`src/rtl/regfile_ctrl_pkg.sv`:
```
// rtl/regfile_ctrl_pkg.sv - shared types for the regfile writeback arbiter and scoreboard
package regfile_ctrl_pkg;

  localparam int NREG = 32;

  typedef logic [4:0] reg_addr_t;

  typedef enum logic [1:0] {
    SRC_NONE = 2'd0,
    SRC_A    = 2'd1,
    SRC_B    = 2'd2
  } wb_src_e;

endpackage

```
`src/rtl/regfile_scoreboard.sv`:
```
// rtl/regfile_scoreboard.sv - outstanding long-latency result tracking, WAW issue stall and decode hazard
// Optional WB_BYPASS_EN: hazard masks a register whose B result is retiring this cycle.
module regfile_scoreboard
  import regfile_ctrl_pkg::*;
(
  input  logic            clk,
  input  logic            nrst,
  input  logic            iss_valid,
  input  reg_addr_t       iss_rd,
  output logic            iss_ready,
  input  logic            retire_valid,
  input  reg_addr_t       retire_addr,
  input  reg_addr_t       rs1addr,
  input  reg_addr_t       rs2addr,
  output logic            hazard,
  output logic [NREG-1:0] busy
);

  logic [NREG-1:1] busy_q;
  logic [NREG-1:1] set_mask;
  logic [NREG-1:1] clr_mask;
  logic [NREG-1:0] hz_busy;
  logic            set_en;

  // x0 is never tracked, so bit 0 of the lookup vector is tied low
  assign busy      = {busy_q, 1'b0};
  assign iss_ready = !busy[iss_rd];
  assign set_en    = iss_valid && iss_ready;

  always_comb begin
    set_mask = '0;
    clr_mask = '0;
    for (int i = 1; i < NREG; i++) begin
      set_mask[i] = set_en && (iss_rd == reg_addr_t'(i));
      clr_mask[i] = retire_valid && (retire_addr == reg_addr_t'(i));
    end
  end

  always_comb begin
    hz_busy = busy;
`ifdef WB_BYPASS_EN
    hz_busy = busy & {~clr_mask, 1'b1};
`endif
    hazard = hz_busy[rs1addr] | hz_busy[rs2addr];
  end

  // A new issue to the same register outranks a retirement in the same cycle
  always_ff @(posedge clk or negedge nrst) begin
    if (!nrst) begin
      busy_q <= '0;
    end else begin
      busy_q <= (busy_q & ~clr_mask) | set_mask;
    end
  end

endmodule

```
`src/rtl/regfile_wb_arbiter.sv`:
```
// rtl/regfile_wb_arbiter.sv - arbitrates the regfile write port between execute (A) and load/mul-div (B)
// Optional WB_BYPASS_EN: forwards the write-stage result to decode operands.
module regfile_wb_arbiter
  import regfile_ctrl_pkg::*;
#(
  parameter int WIDTH    = 32,
  parameter int MAX_WAIT = 4
) (
  input  logic             clk,
  input  logic             nrst,
  input  logic             a_valid,
  output logic             a_ready,
  input  logic [4:0]       a_addr,
  input  logic [WIDTH-1:0] a_data,
  input  logic             b_valid,
  output logic             b_ready,
  input  logic [4:0]       b_addr,
  input  logic [WIDTH-1:0] b_data,
  input  logic             iss_valid,
  input  logic [4:0]       iss_rd,
  output logic             iss_ready,
  input  logic [4:0]       rs1addr,
  input  logic [4:0]       rs2addr,
  output logic             hazard,
  input  logic [WIDTH-1:0] rf_rs1data,
  input  logic [WIDTH-1:0] rf_rs2data,
  output logic [WIDTH-1:0] rs1data,
  output logic [WIDTH-1:0] rs2data,
  output logic             enw,
  output logic [4:0]       rdaddr,
  output logic [WIDTH-1:0] rddata
);

  localparam logic [3:0] WAIT_LIMIT = 4'(MAX_WAIT);

  logic [3:0]      wait_cnt;
  wb_src_e         wr_src;
  logic            grant_a;
  logic            grant_b;
  logic            retire_b;
  logic [NREG-1:0] busy;

  // A normally wins; B only overrides once it has been refused MAX_WAIT times
  always_comb begin
    grant_b = b_valid && (!a_valid || (wait_cnt == WAIT_LIMIT));
    grant_a = a_valid && !grant_b;
  end

  assign a_ready = grant_a;
  assign b_ready = grant_b;

  always_ff @(posedge clk or negedge nrst) begin
    if (!nrst) begin
      wait_cnt <= '0;
    end else if (!b_valid || grant_b) begin
      wait_cnt <= '0;
    end else if (wait_cnt != WAIT_LIMIT) begin
      wait_cnt <= wait_cnt + 4'd1;
    end
  end

  always_ff @(posedge clk or negedge nrst) begin
    if (!nrst) begin
      enw    <= 1'b0;
      rdaddr <= '0;
      rddata <= '0;
      wr_src <= SRC_NONE;
    end else if (grant_b) begin
      enw    <= (b_addr != 5'd0);
      rdaddr <= b_addr;
      rddata <= b_data;
      wr_src <= SRC_B;
    end else if (grant_a) begin
      enw    <= (a_addr != 5'd0);
      rdaddr <= a_addr;
      rddata <= a_data;
      wr_src <= SRC_A;
    end else begin
      enw    <= 1'b0;
      wr_src <= SRC_NONE;
    end
  end

  assign retire_b = enw && (wr_src == SRC_B);

  regfile_scoreboard u_scoreboard (
    .clk          (clk),
    .nrst         (nrst),
    .iss_valid    (iss_valid),
    .iss_rd       (iss_rd),
    .iss_ready    (iss_ready),
    .retire_valid (retire_b),
    .retire_addr  (rdaddr),
    .rs1addr      (rs1addr),
    .rs2addr      (rs2addr),
    .hazard       (hazard),
    .busy         (busy)
  );

`ifdef WB_BYPASS_EN
  always_comb begin
    rs1data = (enw && (rdaddr == rs1addr) && (rs1addr != 5'd0)) ? rddata : rf_rs1data;
    rs2data = (enw && (rdaddr == rs2addr) && (rs2addr != 5'd0)) ? rddata : rf_rs2data;
  end
`else
  assign rs1data = rf_rs1data;
  assign rs2data = rf_rs2data;
`endif

`ifndef SYNTHESIS
  // A must never target a register still owed a B result; B must only write owed registers
  a_writes_busy_reg : assert property (@(posedge clk) disable iff (!nrst)
    !(grant_a && (a_addr != 5'd0) && busy[a_addr]));
  b_writes_idle_reg : assert property (@(posedge clk) disable iff (!nrst)
    !(grant_b && (b_addr != 5'd0) && !busy[b_addr]));
`endif

endmodule

```
`config.mk`:
```
export PLATFORM = sky130hd
export DESIGN_NAME = regfile_wb_arbiter
export DESIGN_NICKNAME = d
export VERILOG_FILES = /design/src/rtl/regfile_ctrl_pkg.sv /design/src/rtl/regfile_scoreboard.sv /design/src/rtl/regfile_wb_arbiter.sv
export SDC_FILE = /design/constraint.sdc
export NUM_CORES = 1
export LEC_CHECK = 0
export ABC_AREA = 0
export CAP_MARGIN = 10
export CELL_PAD_IN_SITES_DETAIL_PLACEMENT = 1
export CELL_PAD_IN_SITES_GLOBAL_PLACEMENT = 1
export CORE_ASPECT_RATIO = 1.4
export CORE_MARGIN = 1.5
export CORE_UTILIZATION = 28
export DETAILED_ROUTE_END_ITERATION = 10
export PLACE_DENSITY_LB_ADDON = 0.1
export SLEW_MARGIN = 20
export SYNTH_ARGS = -nofsm -noshare
export SYNTH_HDL_FRONTEND = slang
export SYNTH_HIERARCHICAL = 1
export SYNTH_SLANG_ARGS = --single-unit
```
`constraint.sdc`:
```
create_clock -name clk -period 2.3 [get_ports clk]
set_input_delay 0.46 -clock clk [delete_from_list [all_inputs] [get_ports clk]]
set_output_delay 0.46 -clock clk [all_outputs]
set_load 0.02 [all_outputs]
```
==> Yosys cells after proc, flatten, opt, wreduce, memory -nomap -nowiden <==
Index checks and enable logic that the tools add are counted.
{ "word_totals": {"reg_bits": 75, "latch_bits": 0, "ram_bits": 0, "mem_bits_ro": 0, "inputBits": 158, "out_inout_bits": 106, "word_cells": 171, "n_memories": 0} }
{ "op_classes": {"add_sub_neg": 1, "mul": 0, "div_mod_pow": 0, "order_cmp": 3, "eq_ne": 65, "shift": 0, "mux": 16, "bitwise": 4, "n_reduce_logical": 76} }
{ "ops": {"columns": ["operator", "count"], "rows": [
  ["5-bit == test (second input constant)", 32],
  ["5-bit by 4-bit == test with 1-bit output (second input constant)", 16],
  ["1-bit logical AND", 66],
  ["32-bit two-way mux", 2],
  ["5-bit by 3-bit == test with 1-bit output (second input constant)", 8],
  ["31-bit AND", 1],
  ["31-bit NOT", 1],
  ["31-bit bitwise OR", 1],
  ["5-bit by 2-bit == test with 1-bit output (second input constant)", 4],
  ["5-bit by 6-bit less-than comparator with 1-bit output (second input constant)", 3],
  ["1-bit binary-select mux with 5-bit select", 3],
  ["5-bit by 1-bit == test with 1-bit output (second input constant)", 2],
  ["5-bit two-way mux", 2],
  ["5-bit nonzero test", 2],
  ["4-bit two-way mux", 2],
  ["1-bit two-way mux", 6],
  ["4-bit by 1-bit adder with 4-bit output (second input constant)", 1],
  ["4-bit by 3-bit == test with 1-bit output (second input constant)", 1],
  ["1-bit zero test", 4],
  ["4-bit by 3-bit != test with 1-bit output (second input constant)", 1],
  ["2-bit nonzero test", 2],
  ["2-bit == test (second input constant)", 1],
  ["1-bit logical OR", 2],
  ["2-bit two-way mux", 1],
  ["1-bit bitwise OR", 1]
]} }

==> Depth between registers and ports, before layout <==
Gate-level depths: netlist of run 1.
{ "logic_depth": {"depth_word": 7, "depth_mapped": 7, "mapped_depth_nobuf": 6} }

==> By module <==
The synthesis of run 1 kept the hierarchy.
{ "by_module_without_submodules": {"columns": ["module", "n_inst", "cells_each", "area_each_um2", "seq_area_each_um2"], "rows": [
  ["regfile_wb_arbiter", 1, 223, 2424.8, 1101.1],
  ["regfile_scoreboard", 1, 206, 2193.4, 775.7]
]} }

==> Least setup slack after synthesis of run 1 <==
Ideal clock, no wire load.
{ "synth_timing": {"kind": "input port to output port", "start": "input iss_rd[1]", "end": "output iss_ready", "arrival_ns": 1.871, "t_required_ns": 1.840, "path_slack_ns": -0.031, "path_stages": 6, "path_buffers": 2, "cell_sequence": "buf_6 > buf_2 > mux2_2 > a221oi_1 > nor2_1 > o211ai_1"} }
{ "synth_via": {"elab_chain_cells": 3} }
{ "synth_lines": {"columns": ["item", "line_no", "source"], "rows": [
  ["from (decl)", "regfile_wb_arbiter.sv:20", "input logic [4:0] iss_rd,"],
  ["1-bit binary-select mux with 5-bit select", "regfile_scoreboard.sv:27", "assign iss_ready = !busy[iss_rd];"],
  ["1-bit two-way mux (not written as such)", "regfile_scoreboard.sv:27", null],
  ["1-bit zero test", "regfile_scoreboard.sv:27", null],
  ["to (decl)", "regfile_wb_arbiter.sv:21", "output logic iss_ready,"]
]} }
No other way between the ends. The select of a mux whose other input is x is not followed.

==> Worst setup path in the final report of run 1 <==
{ "layout_timing": {"start": "register u_scoreboard/busy_q[19] in the netlist's numbering", "end": "output iss_ready"} }
{ "layout_via": {"elab_chain_cells": 3} }
{ "layout_lines": {"columns": ["item", "line_no", "source"], "rows": [
  ["from (decl)", "regfile_scoreboard.sv:19", "logic [NREG-1:1] busy_q;"],
  ["from (signal assigned)", "regfile_scoreboard.sv:52", "busy_q <= (busy_q & ~clr_mask) | set_mask;"],
  ["1-bit binary-select mux with 5-bit select", "regfile_scoreboard.sv:27", null],
  ["1-bit two-way mux (not written as such)", "regfile_scoreboard.sv:27", null],
  ["1-bit zero test", "regfile_scoreboard.sv:27", null]
]} }
No other way between the ends. The select of a mux whose other input is x is not followed.

==> results of run 1 <==
registers in the layout, summed over array words and instances, names as in the netlist:
name / flops
enw: 1
rdaddr: 5
rddata: 32
u_scoreboard/busy_q: 31
wait_cnt: 4
wr_src: 2
per-stage QoR:
step,setup WS [ns],total power [mW]
3_3_place_gp,-1.08,2.69
2_1_floorplan,0.00890,2.22
3_5_place_dp,-1.08,2.70
6_report,-0.137,4.20
4_1_cts,-0.166,4.25
5_1_grt,-0.241,4.38
layer usage:
layer	GRT usage, %	part of all wire [%]	vias up	routed length [um]
met5	0	0	-	0
met4	8.62	3.8	0	578
met3	5.68	6.4	44	979
met2	31.7	51	163	7740
met1	20.1	39	1990	5970
li1	-	-	1773	-
placed cells by master (no fill, tap or decap), types with 7 or more instances in the layout:
cell type,n
clkdlybuf4s50_1,121
dfrtp_1,75
buf_4,54
and2_1,37
a221o_1,36
o21ai_0,33
mux4_2,21
nand2_1,19
nor2_1,12
nand2b_1,12
o21ai_1,12
o31ai_1,12
clkbuf_16,9
dlygate4sd2_1,7
power breakdown:
part / switching, mW / internal (mW)
clock: 0.551 / 0.969
sequential: 0.137 / 1.46
combinational: 0.473 / 0.605
worst max-delay path, stage by stage, from the launching register on:
cell and delay, ns:
dfrtp_1 0.41, mux4_2 0.45, mux2_4 0.28, mux2i_1 0.14, nand2_1 0.07, o211ai_1 0.10, buf_4 0.18
layout make-up:
class / count / area [sq um] / share of cell area (%)
tap: 199 / 249 / 3.87
clock inverter: 5 / 77.6 / 1.21
timing repair buffer: 194 / 1830 / 28.4
clock buffer: 10 / 239 / 3.72
multi-input combinational: 261 / 2140 / 33.3
inverter: 6 / 22.5 / 0.350
sequential: 75 / 1880 / 29.2
timing repair:
| action | CTS | global route |
|---|---|---|
| gates resized for setup | 38 | 6 |
| buffers inserted | 2 | 0 |
| pin swaps | 5 | 1 |
| gates cloned | 0 | 0 |
| endpoints found under the setup margin | 19 | 2 |
final timing paths:
check	start	to	cells past startpoint
max	u_scoreboard/busy_q[19]	iss_ready	6
min	nrst	rddata[3]	1
max reg2reg	u_scoreboard/busy_q[19]	u_scoreboard/busy_q[27]	5
min reg2reg	wait_cnt[0]	wait_cnt[0]	1
max in group asynchronous	nrst	u_scoreboard/busy_q[3]	2
min in group clk	wait_cnt[0]	wait_cnt[0]	1
==> metrics.txt, run 1 <==
net count after synthesis approximately 600; Area Growth Syn to Fin 39.6%; Worst-Margin Slew between 0.4 and 0.5 ns; Leakage roughly 2.5 nW; Avg WL per Cell 20.3 um; share of cells above drive strength 1 22.3%; Core Area around 0.016 sq mm; Post-Route WL about 15 mm; Setup TNS -0.237 ns; Fin. Hold Viols 0; critical path class flip-flop to output pin; synthesized cell area about 0.0046 sq mm; total CTS buffers 9; port bufs between 100 and 150; Fill cells roughly 1800; post-route cell area 0.00643 sq mm; Post-CTS Hold Fix Bufs 0; vias in the first global route 4538; Starting DRT DRC Count approximately 120; max-slew violations 0; Final Setup Violations 2; Die ar. around 0.017 sq mm; Via density around 5.3; Root Buffer clkbuf_16; IO Count roughly 260; PwrDens around 650 mW/mm^2; Die Height about 150 um; GRT Residual Overflow 0; HPWL after DPL around 12 mm; RSZ-0062 raised after global routing true; # diodes 0; via count a little under 4000; CTS tree yes; RePlAce Congestion about 0.83; largest net degree at the start of global routing 44; Fin Hold WS 0.0685 ns; Syn Area/Cell 10.8 sq um; PnR worst setup slack -0.137 ns; antenna-violating nets left 0; clk slew on worst S/H paths ~0.060 ns; fin nets just over 700; dpl cells ~730; Starting Density between 20% and 30%; Peak VDD IR between 0.0004 and 0.0005 V; Worst R2R Setup Slack ~0.38 ns; CTS Sinks 75; failing checks setup timing; outcome complete, but fails checks; Die X between 100 and 150 um; Max Cap Viol 0; Final Cycle Share 106%; cells after synthesis between 400 and 500; initial antenna violation count 0; Critical Path Start Type flip-flop; row count 55; DRC viols 0; synthesis warning total 6; Bufs on Longest Clock Path 2; first-pass iteration count of the detailed router 4; first-pass GRT wire length around 24 mm; clk_lat worst skew about 0.34 ns; Max Fanout on Critical Path 2; Slew headroom between 60% and 70%; kind of end point of the critical path output pin; # H-tree levels 3; Worst Path Arrival about 2.0 ns; fin util between 30% and 40%; Min-Delay Path Class input pin to async pin; Clock Skews just under 0.008 ns; Data required, critical path 1.84 ns; DP Area 0.00608 sq mm; fmax 410 MHz; Total GRT Usage a little under a fifth; fin crit period approximately 2.4 ns; non-filler cells, final 750
Power figures use the tool's default switching activity.
==> run 2, diff against run 1 <==
--- a/config.mk
+++ b/config.mk
@@ -13,6 +13,7 @@
 export CORE_MARGIN = 1.5
 export CORE_UTILIZATION = 28
 export DETAILED_ROUTE_END_ITERATION = 10
+export HOLD_SLACK_MARGIN = 0.05
 export PLACE_DENSITY_LB_ADDON = 0.1
 export SLEW_MARGIN = 20
 export SYNTH_ARGS = -nofsm -noshare
==> results of run 2 <==
Same layout as run 1: the final DEF is identical, and so are final timing and power.
==> variant 1: new RTL, settings of run 1 <==
Set the package constant `NREG` to 64 (it was 32).
--- a/src/rtl/regfile_ctrl_pkg.sv
+++ b/src/rtl/regfile_ctrl_pkg.sv
@@ -1,7 +1,7 @@
 // rtl/regfile_ctrl_pkg.sv - shared types for the regfile writeback arbiter and scoreboard
 package regfile_ctrl_pkg;
 
-  localparam int NREG = 32;
+  localparam int NREG = 64;
 
   typedef logic [4:0] reg_addr_t;
 
Function: same outputs for any inputs over 4 cycles, from zero or initial values and one cycle with nrst low; that may be too few to reach the edited logic, so the function may still have changed.
==> variant 1 against run 1 <==
The run still ends with negative setup slack left. Power increased by 21%. Clock skew increased by 0.84 ps. Utilization increased by 1.6 points. Die area increased by 3.2%. Sequential cell count unchanged. Cell area increased by 7.7%. Synthesized area increased by 3.3%. Routed wire length increased by 5.8%. Non-clock buffer count increased by 35. Worst setup slack got worse by 100 ps.
==> variant 1: results (changes against run 1) <==
Run status
  – Status: finished with violations (unchanged)
  – Failing checks: negative setup slack (unchanged)

Timing
  – Final-report setup violation count: 2 (unchanged)
  – Clock skew: 8.73 ps (was 7.90 ps)
  – Worst slew pin tran: 604 ps (was 460 ps)
  – Fin Setup TNS: -468 ps (was -237 ps)
  – Slew Limit Fails: 0 (unchanged)
  – Post-route setup slack: -241 ps (was -137 ps)

Clock network
  – Root buf cell: clkbuf_16 (unchanged)
  – Worst skew pair latency: 330 ps
  – Clock Path Buffers: 2 (unchanged)
  – Number of buffers created by CTS: 9 (unchanged)
  – Postcts setup bufs: 4 (was 2)
  – Hold Buf Count CTS: 1 (was 0)
  – Clk pin slew, worst setup/hold paths: 60 ps (about the same)

Finish
  – ANT cells: 0 (unchanged)
  – Layout fillers: 1830 (was 1798)
  – Layout cells sized above 1: 0.280 (was 0.223)
  – Finished Layout Cells: 792 (was 750)
  – Final Net Count: 744 (was 707)

Global route
  – First-pass GRT wire length: 25.3 mm (was 24.3 mm)
  – GR Util met2: 0.330 (was 0.317)
  – Met1 usage: 0.203 (was 0.201)
  – Largest net degree at the start of global routing: 60 (was 44)
  – GRT met3 Usage: 0.0620 (was 0.0568)
  – Tot GR Track Use: 0.186 (was 0.182)
  – Vias in the first global route: 4647 (was 4538)

Placement
  – Dpl cell area: 6400 µm² (was 6080 µm²)
  – Placed cell count: 765 (was 733)
  – Gpl congestion: 0.830 (was 0.834)
  – DP Worst Slack: -1120 ps (was -1080 ps)
  – Final HPWL DP: 12.4 mm (was 11.8 mm)

Routing
  – Vias: 4042 (was 3970)
  – Initial DRC Count: 142 (was 117)
  – Metal3 WL: 1.08 mm (was 979 µm)
  – Wl on met1: 6.18 mm (was 5.97 mm)
  – Met2 WL: 8.38 mm (was 7.74 mm)
  – Final WL: 16.1 mm (was 15.3 mm)

Setup path
  – Crit path DAT: 2080 ps (was 1980 ps)
  – Worst-path fanout max: 3 (was 2)
  – Reg2Reg Depth: 6 (was 5)

Pwr
  – Pleak: 2.94 nW (was 2.47 nW)
  – Worst VDD drop: 315 µV (was 407 µV)

Synth
  – Synthesized Nets: 598 (was 587)
  – Average cell area after synthesis: 10.9 µm² (was 10.8 µm²)

Hold path
  – Hold WC Path Type: flop to flop (was input port to async pin)
variant 1: cell count changes in the layout (fill, tap and decap cells not counted), moves of 5 or more:
| cell | delta |
|---|---|
| dfrtp_1 | -5 |
| a22o_1 | +27 |
| o21ai_1 | -12 |
| nand2_1 | +25 |
| o31ai_1 | -11 |
| buf_4 | +28 |
| dfrtp_2 | +5 |
| o21ai_0 | -33 |
variant 1: layout make-up:
class,count,area [µm²],share of cell area
Multi-Input combinational cell,262,2290,0.330
Timing Repair Buffer,229,2160,0.312
Sequential cell,75,1880,0.272
Clock buffer,12,267,0.0385
Tap cell,203,254,0.0367
Clock inverter,4,47.5,0.00686
Inverter,7,26.3,0.00379
variant 1: final timing paths:
| check | endpoint | slack (ps) | startpoint |
|---|---|---|---|
| worst min register to register | wait_cnt[0] | 500 | wait_cnt[0] |
| max in group asynchronous | u_scoreboard/busy_q[20] | 1150 | nrst |
| min in group asynchronous | rddata[6] | 530 | nrst |
| worst max-delay path | hazard | -240 | u_scoreboard/busy_q[31] |
| worst min-delay path | wait_cnt[0] | 500 | wait_cnt[0] |
| worst max register to register | rddata[22] | 490 | wait_cnt[0] |
variant 1: power breakdown:
part | leakage, nW | switching, mW | total (mW) | internal [mW]
sequential | 0.902 | 0.216 | 1.77 | 1.55
clock | 0.155 | 0.542 | 1.47 | 0.925
combinational | 1.88 | 0.701 | 1.85 | 1.15
variant 1: stage by stage:
stage	total power, mW	hold slack [ps]
2_1_floorplan	2.68	164
3_3_place_gp	3.50	350
3_5_place_dp	3.53	353
4_1_cts	5.09	506
5_1_grt	5.33	538
6_report	5.09	501
variant 1: worst max-delay path, stage by stage, from the launching register on:
cell	delay, ps
dfrtp_1	430
buf_6	140
mux4_2	460
mux2i_1	130
mux2i_1	120
a221o_1	340
buf_6	130
==> variant 2: new RTL, flow settings as in run 1 <==
Without the edit above. The 3 values of `wb_src_e` get a one-hot encoding in 3 bits.
--- a/src/rtl/regfile_ctrl_pkg.sv
+++ b/src/rtl/regfile_ctrl_pkg.sv
@@ -5,10 +5,10 @@
 
   typedef logic [4:0] reg_addr_t;
 
-  typedef enum logic [1:0] {
-    SRC_NONE = 2'd0,
-    SRC_A    = 2'd1,
-    SRC_B    = 2'd2
+  typedef enum logic [2:0] {
+    SRC_NONE = 3'b001,
+    SRC_A    = 3'b010,
+    SRC_B    = 3'b100
   } wb_src_e;
 
 endpackage
Check against the original RTL: no difference found for any inputs over 4 cycles, from zero or initial values and one cycle with nrst low; so few cycles prove little.
==> variant 2 against run 1 <==
Critical endpoint unchanged. Register-to-register slack got worse by 130 ps. Synthesized area increased by 0.84%. Sequential cell count increased by 1. Sequential share of layout area increased by 0.11 points. Cell area increased by 1.1%. The run still ends with negative setup slack left. Clock skew decreased by 0.93 ps. Via count decreased by 0.33%. Power decreased by 2.4%. Routed wire length increased by 3.8%. Worst setup slack improved by 6.9 ps. Critical path type unchanged.
==> variant 2: results (changes against run 1) <==
Placement
  – Gpl congestion: 0.816 (was 0.834)
  – I/O Buffers: 135 (unchanged)
  – Final HPWL DP: 12.4 mm (was 11.8 mm)

Pwr
  – Pleak: 2.52 nW (was 2.47 nW)
  – Worst VDD drop: 269 µV (was 407 µV)
  – Internal Power: 2.98 mW (was 3.04 mW)

Timing
  – Final-report setup violation count: 2 (unchanged)
  – Fin Setup TNS: -226 ps (was -237 ps)
  – Clock skew: 6.97 ps (was 7.90 ps)
  – Fin Hold WS: 136 ps (was 68.5 ps)
  – Post-route setup slack: -130 ps (was -137 ps)
  – Relative slew slack: 0.599 (was 0.693)
  – Final hold vios: 0 (unchanged)

Run status
  – Failing checks: negative setup slack (unchanged)
  – Status: finished with violations (unchanged)

Finish
  – ANT cells: 0 (unchanged)
  – Top Registers: rddata (32), u_scoreboard/busy_q (31), rdaddr (5) (unchanged)
  – Layout cells sized above 1: 0.232 (was 0.223)
  – Layout fillers: 1762 (was 1798)
  – Final Net Count: 712 (was 707)

Routing
  – First drt pass iteration count: 4 (unchanged)
  – Highest metal used: met4 (unchanged)
  – Initial DRC Count: 107 (was 117)
  – Wl on met1: 5.89 mm (was 5.97 mm)
  – Drt wl/cell: 21.0 µm (was 20.3 µm)
  – Metal3 WL: 1.00 mm (was 979 µm)
  – Met2 WL: 8.48 mm (was 7.74 mm)
  – Vias per cell: 5.24 (was 5.29)

Hold path
  – Hold WC Path Type: input port to async pin (unchanged)

Setup path
  – Crit path DAT: 1970 ps
  – Reg2reg start: u_scoreboard/busy_q[27] (was u_scoreboard/busy_q[19])
  – Reg2reg setup slack: 250 ps (was 380 ps)
  – Crit path from: u_scoreboard/busy_q[27] (was u_scoreboard/busy_q[19])
  – Worst-path fanout max: 2 (unchanged)

Clock network
  – Number of buffers created by CTS: 9 (unchanged)
  – Clk pin slew, worst setup/hold paths: 60 ps (about the same)
  – CTS sink cnt: 76 (was 75)
  – Root buf cell: clkbuf_16 (unchanged)
  – Worst skew pair latency: 340 ps (about the same)
  – Clock Path Buffers: 2 (unchanged)
  – # H-tree levels: 3 (unchanged)

Global route
  – GRT met3 Usage: 0.0479 (was 0.0568)
  – Vias in the first global route: 4575 (was 4538)
  – Largest net degree at the start of global routing: 46 (was 44)
  – Congestion Overflow GR: 0 (unchanged)
  – Initial antenna violation count: 0 (unchanged)
  – GR Util met2: 0.341 (was 0.317)
  – First-pass GRT wire length: 24.8 mm (was 24.3 mm)
  – Tot GR Track Use: 0.184 (was 0.182)
  – Met1 usage: 0.195 (was 0.201)

Synth
  – Synthesized Nets: 588 (was 587)
  – Syn. warnings: 6 (unchanged)
variant 2: timing repair:
| item | CTS | global route |
|---|---|---|
| setup buffers | 2 | 1 |
| gates cloned | 0 | 0 |
| gates resized for setup | 35 | 12 |
| setup endpoints to repair | 17 | 2 |
| pin swaps | 5 | 1 |
variant 2: layout make-up:
type	count	area share
clock buffers	12	0.0410
repair buffers	198	0.286
well taps	199	0.0383
multi-input cells	262	0.332
clock inverters	3	0.00693
inverters	5	0.00289
flip-flops and latches	76	0.293
variant 2: power by group through the flow:
stage	Sequential, mW	Clock, mW	Combinational, mW
finish	1.59	1.46	1.05
detailed placement	1.61	0	1.05
global route	1.61	1.55	1.13
global placement	1.61	0	1.03
floorplan	1.65	0	0.543
CTS	1.59	1.50	1.05
variant 2: final timing paths:
kind / cells past startpoint / endpoint
setup / recovery: 6 / iss_ready
setup reg to reg: 6 / u_scoreboard/busy_q[31]
hold / removal: 1 / rddata[22]
hold reg to reg: 1 / wait_cnt[0]
min in group clk: 1 / wait_cnt[0]
max in group asynchronous: 2 / wr_src[0]
variant 2: stage by stage:
stage | utilization | instance area [µm²] | setup WS (ps) | power, mW | std cells
CTS | 0.400 | 6470 | -167 | 4.14 | 754
floorplan | - | 4660 | 8.90 | 2.19 | 428
finish | 0.402 | 6500 | -130 | 4.10 | 755
global placement | 0.380 | 6150 | -1090 | 2.63 | 737
detailed placement | 0.380 | 6150 | -1080 | 2.66 | 737
global route | 0.402 | 6500 | -221 | 4.29 | 755
variant 2: critical path, stage by stage (launching register included):
cell	delay, ps
dfrtp_1	410
mux4_2	460
mux2_4	280
mux2i_1	150
nand2_1	70
o211ai_1	100
buf_4	170
